<file path="config.mk">
export PLATFORM = sky130hd
export DESIGN_NAME = mem_port_arbiter
export DESIGN_NICKNAME = d
export VERILOG_FILES = /design/src/rtl/mem_arb_pkg.sv /design/src/rtl/mem_arb_watchdog.sv /design/src/rtl/mem_port_arbiter.sv
export SDC_FILE = /design/constraint.sdc
export NUM_CORES = 1
export LEC_CHECK = 0
export ABC_AREA = 0
export CELL_PAD_IN_SITES_DETAIL_PLACEMENT = 2
export CELL_PAD_IN_SITES_GLOBAL_PLACEMENT = 2
export CORE_MARGIN = 1
export CORE_UTILIZATION = 23
export DETAILED_ROUTE_END_ITERATION = 6
export PLACE_DENSITY = 0.76
export SYNTH_ARGS = -nofsm -noshare
export SYNTH_HDL_FRONTEND = slang
export SYNTH_SLANG_ARGS = --single-unit
</file>
<file path="constraint.sdc">
create_clock -name clk -period 1.51 [get_ports clk]
set_input_delay 0.302 -clock clk [delete_from_list [all_inputs] [get_ports clk]]
set_output_delay 0.302 -clock clk [all_outputs]
set_load 0.1 [all_outputs]
</file>
<file path="src/rtl/mem_arb_pkg.sv">
// Shared types and default widths for the memory port arbiter.
// Optional watchdog feature is selected with the MEM_ARB_TIMEOUT_EN macro.
package mem_arb_pkg;

   localparam int DEF_ADDR_W  = 32;
   localparam int DEF_DATA_W  = 32;
   localparam int DEF_TIMEOUT = 255;

   // Arbiter FSM states
   typedef enum logic [1:0] {
      IDLE    = 2'd0,
      IF_BUSY = 2'd1,
      D_BUSY  = 2'd2
   } state_t;

   // Owner of the most recently completed memory transaction
   typedef enum logic {
      GNT_IF = 1'b0,
      GNT_D  = 1'b1
   } gnt_t;

endpackage

</file>
<file path="src/rtl/mem_arb_watchdog.sv">
// Busy-cycle watchdog for the memory port arbiter.
// Only instantiated when MEM_ARB_TIMEOUT_EN is defined.
module mem_arb_watchdog
   import mem_arb_pkg::*;
#(
   parameter int TIMEOUT_CYCLES = DEF_TIMEOUT
)(
   input  logic clk,
   input  logic nrst,
   input  logic clr,
   input  logic en,
   output logic expire
);

   // At least 8 bits, wider if the limit needs it
   localparam int CNT_W = ($clog2(TIMEOUT_CYCLES + 1) > 8) ? $clog2(TIMEOUT_CYCLES + 1) : 8;

   logic [CNT_W-1:0] r_cnt;

   // Expires in the TIMEOUT_CYCLES-th enabled cycle after a clear
   assign expire = en && (r_cnt == CNT_W'(TIMEOUT_CYCLES - 1));

   // Count enabled cycles, restart from zero on clear
   always_ff @(posedge clk or negedge nrst) begin
      if (!nrst) begin
         r_cnt <= '0;
      end else if (clr) begin
         r_cnt <= '0;
      end else if (en && !expire) begin
         r_cnt <= r_cnt + 1'b1;
      end
   end

endmodule

</file>
<file path="src/rtl/mem_port_arbiter.sv">
// Shares one single-ported memory between instruction fetch and load/store.
// Round-robin on ties, registered memory-side outputs, one-cycle ack pulses.
// Define MEM_ARB_TIMEOUT_EN to add the busy watchdog and the sticky err output.
module mem_port_arbiter
   import mem_arb_pkg::*;
#(
   parameter int ADDR_W         = DEF_ADDR_W,
   parameter int DATA_W         = DEF_DATA_W,
   parameter int TIMEOUT_CYCLES = DEF_TIMEOUT
)(
   input  logic              clk,
   input  logic              nrst,
   input  logic              if_req,
   input  logic [ADDR_W-1:0] if_addr,
   output logic [DATA_W-1:0] if_rdata,
   output logic              if_ack,
   input  logic              d_req,
   input  logic              d_we,
   input  logic [ADDR_W-1:0] d_addr,
   input  logic [DATA_W-1:0] d_wdata,
   output logic [DATA_W-1:0] d_rdata,
   output logic              d_ack,
   output logic              mem_req,
   output logic              mem_we,
   output logic [ADDR_W-1:0] mem_addr,
   output logic [DATA_W-1:0] mem_wdata,
   input  logic [DATA_W-1:0] mem_rdata,
   input  logic              mem_ready,
   output logic              cpu_stall
`ifdef MEM_ARB_TIMEOUT_EN
  ,output logic              err
`endif
);

   state_t            r_state;
   state_t            w_state_nxt;
   gnt_t              r_last_grant;

   logic              r_mem_req;
   logic              r_mem_we;
   logic [ADDR_W-1:0] r_mem_addr;
   logic [DATA_W-1:0] r_mem_wdata;
   logic [DATA_W-1:0] r_if_rdata;
   logic [DATA_W-1:0] r_d_rdata;
   logic              r_if_ack;
   logic              r_d_ack;

   logic              w_if_pend;
   logic              w_d_pend;
   logic              w_gnt_if;
   logic              w_gnt_d;
   logic              w_done;
   logic              w_expire;
   logic              w_timeout;

   // A requester being acked this cycle is not considered pending
   assign w_if_pend = if_req & ~r_if_ack;
   assign w_d_pend  = d_req  & ~r_d_ack;
   assign cpu_stall = w_if_pend | w_d_pend;

   assign w_timeout = w_expire & ~mem_ready;

`ifdef MEM_ARB_TIMEOUT_EN
   logic r_err;

   mem_arb_watchdog #(
      .TIMEOUT_CYCLES (TIMEOUT_CYCLES)
   ) u_watchdog (
      .clk    (clk),
      .nrst   (nrst),
      .clr    (r_state == IDLE),
      .en     (r_state != IDLE),
      .expire (w_expire)
   );

   // Sticky timeout flag, cleared only by reset
   always_ff @(posedge clk or negedge nrst) begin
      if (!nrst) begin
         r_err <= 1'b0;
      end else if (w_done && w_timeout) begin
         r_err <= 1'b1;
      end
   end

   assign err = r_err;
`else
   assign w_expire = 1'b0;
`endif

   // State register
   always_ff @(posedge clk or negedge nrst) begin
      if (!nrst) begin
         r_state <= IDLE;
      end else begin
         r_state <= w_state_nxt;
      end
   end

   // Next state and grant/complete decisions
   always_comb begin
      w_state_nxt = r_state;
      w_gnt_if    = 1'b0;
      w_gnt_d     = 1'b0;
      w_done      = 1'b0;
      case (r_state)
         IDLE: begin
            if (w_if_pend && w_d_pend) begin
               if (r_last_grant == GNT_IF) begin
                  w_gnt_d = 1'b1;
               end else begin
                  w_gnt_if = 1'b1;
               end
            end else if (w_if_pend) begin
               w_gnt_if = 1'b1;
            end else if (w_d_pend) begin
               w_gnt_d = 1'b1;
            end
            if (w_gnt_if) begin
               w_state_nxt = IF_BUSY;
            end else if (w_gnt_d) begin
               w_state_nxt = D_BUSY;
            end
         end
         IF_BUSY, D_BUSY: begin
            if (mem_ready || w_expire) begin
               w_done      = 1'b1;
               w_state_nxt = IDLE;
            end
         end
         default: begin
            w_state_nxt = IDLE;
         end
      endcase
   end

   // Memory-side outputs, read data capture, ack pulses and round-robin history
   always_ff @(posedge clk or negedge nrst) begin
      if (!nrst) begin
         r_mem_req    <= 1'b0;
         r_mem_we     <= 1'b0;
         r_mem_addr   <= '0;
         r_mem_wdata  <= '0;
         r_if_rdata   <= '0;
         r_d_rdata    <= '0;
         r_if_ack     <= 1'b0;
         r_d_ack      <= 1'b0;
         r_last_grant <= GNT_IF;
      end else begin
         r_if_ack <= 1'b0;
         r_d_ack  <= 1'b0;
         if (w_gnt_if) begin
            r_mem_req  <= 1'b1;
            r_mem_we   <= 1'b0;
            r_mem_addr <= if_addr;
         end else if (w_gnt_d) begin
            r_mem_req   <= 1'b1;
            r_mem_we    <= d_we;
            r_mem_addr  <= d_addr;
            r_mem_wdata <= d_wdata;
         end else if (w_done) begin
            r_mem_req <= 1'b0;
            r_mem_we  <= 1'b0;
            if (r_state == IF_BUSY) begin
               r_if_ack     <= 1'b1;
               r_last_grant <= GNT_IF;
               r_if_rdata   <= w_timeout ? '0 : mem_rdata;
            end else begin
               r_d_ack      <= 1'b1;
               r_last_grant <= GNT_D;
               if (w_timeout) begin
                  r_d_rdata <= '0;
               end else if (!r_mem_we) begin
                  r_d_rdata <= mem_rdata;
               end
            end
         end
      end
   end

   assign mem_req   = r_mem_req;
   assign mem_we    = r_mem_we;
   assign mem_addr  = r_mem_addr;
   assign mem_wdata = r_mem_wdata;
   assign if_rdata  = r_if_rdata;
   assign d_rdata   = r_d_rdata;
   assign if_ack    = r_if_ack;
   assign d_ack     = r_d_ack;

endmodule

</file>
### Word-level counts from Yosys, hierarchy flattened

Cells that the tools add are included.

| operators by class | value |
|---|---|
| bitwise operators | 9 |
| equality and inequality tests | 4 |
| muxes and demuxes | 32 |
| reductions and logical operators | 10 |

Operator list:

| kind | number |
|---|---|
| $mux W32 | 2 |
| $mux W1 | 26 |
| $mux W2 | 3 |
| $not A1 Y1 | 6 |
| $reduce_and A5 Y1 | 1 |
| $pmux W2 S2 | 1 |
| $reduce_and A2 Y1 | 2 |
| $reduce_and A4 Y1 | 1 |
| $ne A3 B1 Y1 const B | 1 |
| $reduce_and A3 Y1 | 1 |
| $reduce_bool A3 Y1 | 1 |
| $and A1 B1 Y1 | 2 |
| $eq A2 B1 Y1 const B | 1 |
| $eq A2 B2 Y1 const B | 1 |
| $logic_not A2 Y1 | 1 |
| $ne A2 B2 Y1 const B | 1 |
| $reduce_bool A2 Y1 | 1 |
| $reduce_or A2 Y1 | 1 |
| $logic_and A1 B1 Y1 | 1 |
| $or A1 B1 Y1 | 1 |

| storage, ports and cells | value |
|---|---|
| register bits | 135 |

### Logic depth before layout (Yosys ltp)

Gate-level depths: netlist of run 1.

| depth | value |
|---|---|
| word-level depth | 9 |
| gate-level depth with buffers | 7 |
| gate-level depth less buffers | 6 |

### Worst setup path after synthesis of run 1

No wires, ideal clock.

| timing path | value |
|---|---|
| path kind | register to register |
| start | register r_d_ack, in the netlist d_ack |
| end | register r_if_rdata[10], in the netlist if_rdata[10] |
| library setup time | 0.126 ns |
| cell stages (with the launch flop) | 7 |
| required time | 1.384 ns |
| setup slack | -0.716 ns |
| data arrival time | 2.100 ns |
| path through | dfrtp_1 nor2b_4 o21ai_4 and4_1 buf_4 buf_6 mux2_4 |

| between the ends | value |
|---|---|
| word-level cells in the longest chain between the ends | 9 |

RTL lines:

| what | line | text |
|---|---|---|
| from (decl) | mem_port_arbiter.sv:46 | `logic r_d_ack;` |
| from (signal assigned) | mem_port_arbiter.sv:146 | `r_d_ack <= 1'b0;` |
| from (signal assigned) | mem_port_arbiter.sv:150 | `r_d_ack <= 1'b0;` |
| from (signal assigned) | mem_port_arbiter.sv:168 | `r_d_ack <= 1'b1;` |
| $not A1 Y1 (*) | mem_port_arbiter.sv:58 | `assign w_d_pend = d_req & ~r_d_ack;` |
| $and A1 B1 Y1 (*) | mem_port_arbiter.sv:58 |  |
| $mux W1 | mem_port_arbiter.sv:115 | `end else if (w_d_pend) begin` |
| $mux W1 | mem_port_arbiter.sv:113 | `end else if (w_if_pend) begin` |
| $mux W1 | mem_port_arbiter.sv:107 | `if (w_if_pend && w_d_pend) begin` |
| $mux W1 (2 in a row) | mem_port_arbiter.sv:105 | `case (r_state)` |
| $not A1 Y1 (no line) | -- |  |
| $reduce_and A4 Y1 (no line) (*) | -- |  |
| to (signal assigned) | mem_port_arbiter.sv:166 | `r_if_rdata <= w_timeout ? '0 : mem_rdata;` |
| to (decl) | mem_port_arbiter.sv:43 | `logic [DATA_W-1:0] r_if_rdata;` |

Mark *: on every way between the ends. The rest lies on a longest branch, timed or not. The select of a mux whose other input is x is not followed.
A chain may end at the register's enable or synchronous reset.

### Worst setup path in the final report of run 1

| timing path | value |
|---|---|
| start | register r_if_ack, in the netlist if_ack |
| end | register r_if_rdata[14], in the netlist if_rdata[14] |

| between the ends | value |
|---|---|
| word-level cells in the longest chain between the ends | 8 |

RTL lines:

| what | line | text |
|---|---|---|
| from (decl) | mem_port_arbiter.sv:45 | `logic r_if_ack;` |
| from (signal assigned) | mem_port_arbiter.sv:145 | `r_if_ack <= 1'b0;` |
| from (signal assigned) | mem_port_arbiter.sv:149 | `r_if_ack <= 1'b0;` |
| from (signal assigned) | mem_port_arbiter.sv:164 | `r_if_ack <= 1'b1;` |
| $not A1 Y1 (*) | mem_port_arbiter.sv:57 | `assign w_if_pend = if_req & ~r_if_ack;` |
| $and A1 B1 Y1 (*) | mem_port_arbiter.sv:57 |  |
| $mux W1 / $logic_and A1 B1 Y1 (equally long branches) | mem_port_arbiter.sv:113, mem_port_arbiter.sv:107 |  |
| $mux W1 | mem_port_arbiter.sv:107 |  |
| $mux W1 (2 in a row) | mem_port_arbiter.sv:105 |  |
| $not A1 Y1 (no line) | -- |  |
| $reduce_and A4 Y1 (no line) (*) | -- |  |

Marked as above.

==> results of run 1 <==
## worst paths after layout
| path | startpoint | slack (ns) | depth (start not counted) | endpoint |
|---|---|---|---|---|
| max | if_ack | -0.28 | 7 | if_rdata[14] |
| min | nrst | 0.33 | 2 | d_rdata[6] |
| max reg2reg | if_ack | -0.28 | 7 | if_rdata[14] |
| min reg2reg | mem_req | 0.55 | 2 | mem_req |
| max in group asynchronous | nrst | 0.63 | 3 | d_ack |
| min in group clk | d_wdata[24] | 0.50 | 2 | mem_wdata[24] |
## per-layer routing
metal  up-vias  routed length, µm  GRT usage
li1       2011                  -          -
met4         0                498     0.0608
met2       157              14100      0.371
met1      2351               8860      0.194
met5         -                  0          0
met3        31               1080     0.0454
## cells in the final DEF (no fill, tap or decap), types with 12 or more instances in the layout
cell and n:
buf_12 144, dfrtp_1 132, clkdlybuf4s50_1 132, mux2_4 64, nand2_1 34, mux2_2 32, o21ai_1 24, clkbuf_16 24
buf_4 21, o22ai_2 18, buf_6 16, o22ai_4 12
## flip-flops by register name, summed over array words and instances (netlist names)
name and cells:
r_last_grant 1, if_rdata 32, mem_we 1, d_rdata 32, r_state 2, if_ack 1
d_ack 1, mem_req 1, mem_wdata 32, mem_addr 32
## stage by stage
| step | worst slack [ns] | setup TNS [ns] | area, µm² |
|---|---|---|---|
| 6_report | -0.281 | -27.51 | 11700 |
| 5_1_grt | -0.332 | -34.81 | 11700 |
| 4_1_cts | -0.270 | -24.18 | 11200 |
| 3_5_place_dp | -0.590 | -64.63 | 9950 |
| 3_3_place_gp | -0.507 | -57.45 | 9950 |
| 2_1_floorplan | -0.328 | -27.35 | 5490 |
## layout make-up
| cell class | instances | area [µm²] | share of cell area |
|---|---|---|---|
| flip-flops and latches | 135 | 3390 | 0.290 |
| well taps | 313 | 392 | 0.0335 |
| inverters | 3 | 15.0 | 0.00129 |
| clock inverters | 11 | 126 | 0.0108 |
| repair buffers | 327 | 4870 | 0.417 |
| multi-input cells | 218 | 2450 | 0.210 |
| diodes | 2 | 5.00 | 0.000428 |
| clock buffers | 19 | 443 | 0.0379 |
## logic make-up (layout without fill, tap and decap cells)
| group | Yosys count | after routing | share of synthesized area |
|---|---|---|---|
| flops | 135 | 135 | 0.626 |
| mux | 96 | 96 | 0.221 |
| compound gates | 71 | 71 | 0.0789 |
| simple gates | 49 | 49 | 0.0424 |
| buf+inv | 28 | 360 | 0.0274 |
| fa+ha+maj | 2 | 2 | 0.00464 |
| other cells | 0 | 2 | 0 |
## worst max-delay path, delay by kind of cell (launching register included)
kind                   cells  cell delay, ns
DFF                        1            0.42
and+or+nand+nor            2            0.39
buffers and inverters      3            0.36
muxes                      1            0.30
AOI/OAI and AO/OA          1            0.20
## what timing repair did
action                     in CTS  in global routing
hold endpoints to repair       21                  0
pin swaps                       4                 37
cloned                          6                 10
resized for setup             104                 74
setup endpoints to repair     136                137
hold buffers                    1                  0
buffers inserted               17                  8
==> impl_results.md, run 1 <==
- Status: finished with violations
- Failing checks: negative setup slack
- Crit path required time: between 1.5 and 2 ns
- Skew final: about 0.011 ns
- Area delta synth->final: 117%
- Worst-case clock buffer depth: 2
- CP endpoint kind: flop
- EDFF count, synth: 0
- CTS sink count: 135
- CTS tree: done
- Non-Filler Instances: roughly 1000
- Pin count of the biggest net entering global routing: 56
- Vias in the first global route: 5358
- Final hold slack: about 0.33 ns
- Share of the synthesized area in the top cell type: 0.626
- Global placement routability congestion: just over 0.7
- Die height: ~160 µm
- Endpoints failing setup: 134
- # rows: 55
- Worst min path class: in2async
- HPWL Detailed: about 15 mm
- Max-Cap Viols: 0
- Remaining Overflow, GRT: 0
- Critical path's most frequent cell: buf_6
- Fmax: ~560 MHz
- Fillers: about 2100
- Residual DRC count: 0
- Syn_area_per_cell: 14.2 µm²
- Vias per inst: between 4 and 5
- Syn_nets: around 520
- Drt first pass iters: 4
- Synth warnings: 0
- Initial Utilization: 0.236
- Async set or reset register ratio after synthesis: 1.00
- Post-layout net count: about 840
- Hold Vio Cnt, Final: 0
- Yosys cell types: 28
- Die width: about 160 µm
- Wire per inst: ~24 µm
- Port Buffers: 266
- Setup WS post-layout: -0.281 ns
- Core Box Area: roughly 23000 µm²
- Worst-path clk slew: about 0.06 ns
- CP max FO: 6
- Tcrit/Tclk final: 1.19
- Post-Syn Area: 5400 µm²
- Gate count after technology mapping: about 380
- Total CTS buffers: 17
- Top cells by count, synth: dfrtp_1, mux2_2, nand2_1
- RSZ-0062 raised after global routing: true
- Max transition margin: 0.810
- Main area contributors after synthesis: dfrtp_1, mux2_2, mux2_4, o22ai_1, o21ai_0
- Routed Antenna Nets: 0
- Seq cells post-synth: 135
- First-pass GRT wire length: 33.7 mm
- IO Count: ~270
- Cell with the most instances after synthesis: dfrtp_1
- Initial antenna violation count: 2
- Fin util: 0.511
- Post-synth top area cell: dfrtp_1
- Ratio of cells with drive above 1 in the final layout: 0.537
- Final wirelength: between 20 and 25 mm
- DRT iter0 DRCs: 84
- Minimum clock period: roughly 1.8 ns
- GRT Util Overall: 0.189
- Crit-path slowest cell: dfrtp_4
- CTS H-tree lvls: 4
- CP Class: reg2reg
- Worst setup SP type: flop
- CTS root buf: clkbuf_16
- Clock Latency Late Sink: between 0.4 and 0.5 ns
- Sequential fraction of the synthesis area: 0.626
- Via count: approximately 4600
- Slew Viols, Final: 0
- Placed Instances: 960
- Worst-Margin Slew: 0.285 ns
- Main synth FF type: dfrtp_1
- Arrival time worst endpoint: 2.09 ns
- Cells along the critical path: nor2b_4 > buf_6 > o21ai_4 > and4_4 > buf_6 > buf_16 > mux2_4
- Crit-path max cell delay: about 0.42 ns
- Die area: between 20000 and 25000 µm²
Power of run 1 is not shown: default switching activity piles up to over one toggle a cycle in this logic, so the estimate is an artifact.
==> run 2: changes to the inputs <==
--- a/config.mk
+++ b/config.mk
@@ -12,4 +12,5 @@
 export CORE_UTILIZATION = 23
 export DETAILED_ROUTE_END_ITERATION = 6
+export GPL_TIMING_DRIVEN = 0
 export PLACE_DENSITY = 0.76
 export SYNTH_ARGS = -nofsm -noshare
==> constraint.sdc (replaced) <==
create_clock -name clk -period 1.51 [get_ports clk]
set_input_delay 0.453 -clock clk [delete_from_list [all_inputs] [get_ports clk]]
set_output_delay 0.453 -clock clk [all_outputs]
set_load 0.1 [all_outputs]
==> impl_results.md, run 2 (same netlist as run 1, synthesis figures left out) <==
- Tcrit/Tclk final: 1.24
- Minimum clock period: between 1.5 and 2 ns
- CP Class: reg2out
- Global placement routability congestion: 0.712
- Fillers: between 2000 and 2500
- Die area: between 20000 and 25000 µm²
- Arrival time worst endpoint: around 1.4 ns
- Via count: 4621
- DRT iter0 DRCs: 140
- Clock Latency Late Sink: ~0.41 ns
- Worst min path class: reg2reg
- CTS root buf: clkbuf_16
- RSZ-0062 raised after global routing: true
- Reg2reg end: d_rdata[11]
- CTS sink count: ~140
- Ratio of cells with drive above 1 in the final layout: 0.552
- IO Count: between 200 and 300
- Post-layout net count: ~860
- Area occupied by multi-input gates: 2480 µm²
- Remaining Overflow, GRT: 0
- Residual DRC count: 0
- CP endpoint kind: primary output
- Routed Antenna Nets: 0
- Fin util: 0.495
- FF-to-FF path depth: 8
- Max transition margin: 0.663
- Status: finished with violations
- Vias in the first global route: approximately 5300
- Die height: about 160 µm
- Hold Path End: mem_addr[29]
- Vias per inst: approximately 4.4
- Pin count of the biggest net entering global routing: 87
- Placement Cell Area: ~8600 µm²
- Failing checks: negative setup slack
- Most frequent cells in the layout: dfrtp_1, clkdlybuf4s50_1, mux2_4
- Hold depth: 2
- Worst-Margin Slew: a little over 0.5 ns
- Port Buffers: ~270
- CP max FO: 3
- Core Box Area: between 20000 and 25000 µm²
- Reg2reg setup slack: -0.34 ns
- Worst hold start: mem_addr[29]
- Endpoints failing setup: 134
- CTS H-tree lvls: 4
- Setup WS post-layout: -0.356 ns
- Wire per inst: about 22 µm
- Total CTS buffers: 17
- GRT Util Overall: 0.178
- Final wirelength: 23.3 mm
- Skew final: ~0.0096 ns
- Initial Utilization: 0.236
- Hold Vio Cnt, Final: 0
- First-pass GRT wire length: 32.2 mm
- Max-Cap Viols: 0
- Worst-case clock buffer depth: 2
- Die width: about 160 µm
- Slew Viols, Final: 0
- HPWL Detailed: approximately 14 mm
- CTS tree: done
- R2R Path Start: if_ack
- # rows: 55
- Critical Path Start: if_ack
- Area delta synth->final: 110%
- Drt first pass iters: 4
- Sequential cell area: 3390 µm²
- Worst-path clk slew: 0.06 ns
- Most common cell after layout, fill and taps aside: dfrtp_1
- Fmax: approximately 540 MHz
- Crit path required time: 1.06 ns
- Worst setup SP type: flop
- Final instance area: about 11000 µm²
- Initial antenna violation count: 1
==> run 2: worst max-delay path by stage <==
stage          depth (start not counted)      endpoint  slack, ns
2_1_floorplan                          6  if_rdata[10]      -0.33
3_5_place_dp                           5     cpu_stall      -1.49
5_1_grt                                4     cpu_stall      -0.40
3_3_place_gp                           1         d_ack      -6.37
6_report                               4     cpu_stall      -0.36
4_1_cts                                4     cpu_stall      -0.37
==> run 2: cell type report <==
class / instances / area share
repair buffers: 325 / 0.359
flip-flops and latches: 135 / 0.300
inverters: 3 / 0.00133
diodes: 1 / 0.000221
plain buffers: 21 / 0.0276
multi-input cells: 218 / 0.220
well taps: 313 / 0.0346
clock inverters: 11 / 0.0175
clock buffers: 19 / 0.0401
==> run 2: repair_timing <==
action	CTS	global route
resized for setup	1060	222
cloned	8	4
hold buffers	1	0
setup endpoints to repair	267	238
pin swaps	27	40
buffers inserted	23	29
hold endpoints to repair	42	0
==> run 2: routing by layer <==
layer / track usage / up-vias / wire, µm
met5: 0 / - / 0
met4: 0.0453 / 0 / 511
met3: 0.0382 / 31 / 1030
met2: 0.338 / 149 / 13000
met1: 0.198 / 2405 / 8770
li1: - / 2036 / -
==> run 2: critical path, cell delays in order, from the launching register on <==
cell and delay, ns:
dfrtp_4 0.49, nor2b_4 0.19, nor2_4 0.07, clkinvlp_4 0.08, buf_12 0.17
==> run 2: metrics by stage <==
step / TNS (ns) / std cells / setup WS (ns) / hold WS, ns
floorplan: -27.51 / 381 / -0.328 / 0.157
global placement: -888.74 / 960 / -6.37 / 0.465
detailed placement: -162.35 / 961 / -1.49 / 0.434
CTS: -31.09 / 1022 / -0.367 / 0.516
global route: -34.60 / 1046 / -0.398 / 0.551
finish: -27.92 / 1046 / -0.356 / 0.522
Power of run 2 is left out for the same reason.
==> run 3: changes to the inputs <==
Settings changed: MAX_ROUTING_LAYER set to met4, RECOVER_POWER set to 100.
==> impl_results.md, run 3 (same netlist as run 1, synthesis figures left out) <==
- Sequential cell area: between 3000 and 4000 µm²
- Initial Utilization: 0.236
- Die width: between 150 and 200 µm
- Arrival time worst endpoint: ~1.4 ns
- CTS tree: done
- CP endpoint kind: primary output
- Total CTS buffers: 17
- Crit path required time: ~1.1 ns
- Worst-path clk slew: approximately 0.06 ns
- Die height: ~160 µm
- Global placement routability congestion: just over 0.7
- Area occupied by multi-input gates: 2480 µm²
- Pin count of the biggest net entering global routing: a little under 90
- Port Buffers: around 270
- Clock Latency Late Sink: a little over 0.4 ns
- Crit-path max cell delay: a little under 0.5 ns
- Most common cell after layout, fill and taps aside: dfrtp_1
- Cells along the critical path: nor2b_4 > nor2_4 > clkinvlp_4 > buf_12
- Max transition margin: 0.494
- Worst-case clock buffer depth: 2
- Placement Cell Area: 8570 µm²
- Worst min path class: reg2reg
- CP delay by family, top: flip-flops
- Die area: 24100 µm²
- Via count: 4577
- CP Class: reg2out
- Skew final: 0.00913 ns
- Vias per inst: around 4.4
- RSZ-0062 raised after global routing: true
- Max-Cap Viols: 0
- N_diodes: 0
- Fmax: about 540 MHz
- CTS H-tree lvls: 4
- Post-layout net count: between 800 and 900
- Crit-path slowest cell: dfrtp_4
- Ratio of cells with drive above 1 in the final layout: 0.552
- Drt first pass iters: 4
- Remaining Overflow, GRT: 0
- Routed Antenna Nets: 0
- Most frequent cells in the layout: dfrtp_1, clkdlybuf4s50_1, mux2_4
- Area delta synth->final: 109%
- IO Count: between 200 and 300
- HPWL Detailed: around 14 mm
- Setup WS post-layout: -0.347 ns
- CP max FO: 3
- Hold Vio Cnt, Final: 0
- Worst slack at placement: -1.49 ns
- DRT iter0 DRCs: between 100 and 150
- Tcrit/Tclk final: 1.23
- Initial antenna violation count: 0
- GRT Util Overall: 0.183
- First-pass GRT wire length: roughly 32 mm
- Final setup TNS: -27.59 ns
- Endpoints failing setup: roughly 130
- Worst setup SP type: flop
- CTS sink count: ~140
- Minimum clock period: ~1.9 ns
- Status: finished with violations
- Final instance area: ~11000 µm²
- CTS root buf: clkbuf_16
- Failing checks: negative setup slack
- Worst-Margin Slew: ~0.76 ns
- # rows: between 50 and 60
- Wire per inst: 21.9 µm
- Core Box Area: 22800 µm²
- Slew Viols, Final: 0
- Final wirelength: 22.9 mm
- WP buf/inv: 2
- Vias in the first global route: ~5300
- Residual DRC count: 0
- Fillers: approximately 2100
run 3: final cells by class:
class | instances | share of cell area
multi-input cells | 218 | 0.220
repair buffers | 325 | 0.359
clock inverters | 11 | 0.0175
well taps | 313 | 0.0347
inverters | 3 | 0.00133
flip-flops and latches | 135 | 0.300
plain buffers | 21 | 0.0276
clock buffers | 19 | 0.0401
run 3: what timing repair did:
action,CTS,global route
setup endpoints to repair,267,244
cloned,8,4
hold endpoints to repair,42,0
gates resized for setup,1060,221
hold buffers,1,0
buffers inserted,23,29
pin swaps,27,40
run 3: path summary, 6_finish.rpt:
path	start	to	slack (ns)	cells after the start
worst max-delay path	if_ack	cpu_stall	-0.35	4
worst min register to register	mem_addr[29]	mem_addr[29]	0.52	2
worst max register to register	d_ack	if_rdata[8]	-0.34	7
min in group asynchronous	nrst	d_rdata[9]	0.69	2
max in group asynchronous	nrst	d_rdata[20]	0.04	3
worst min-delay path	mem_addr[29]	mem_addr[29]	0.52	2
run 3: tightest hold or removal path, stage by stage (launching register included):
cell,delay (ns)
dfrtp_1,0.37
nand2_1,0.06
o21ai_1,0.06
run 3: layer usage:
layer / global-route usage / up-vias / share of wire
li1: - / 2033 / -
met3: 0.0370 / 18 / 0.043
met5: - / - / 0
met2: 0.339 / 144 / 0.57
met4: 0.0453 / 0 / 0.010
met1: 0.199 / 2382 / 0.38
run 3: per-stage QoR:
step           utilization  hold slack (ns)  instances
4_1_cts              0.447            0.516       1022
3_3_place_gp         0.374            0.465        960
5_1_grt              0.494            0.551       1045
6_report             0.494            0.519       1045
3_5_place_dp         0.375            0.434        961
2_1_floorplan            -            0.157        381
Power of run 3 is left out for the same reason.
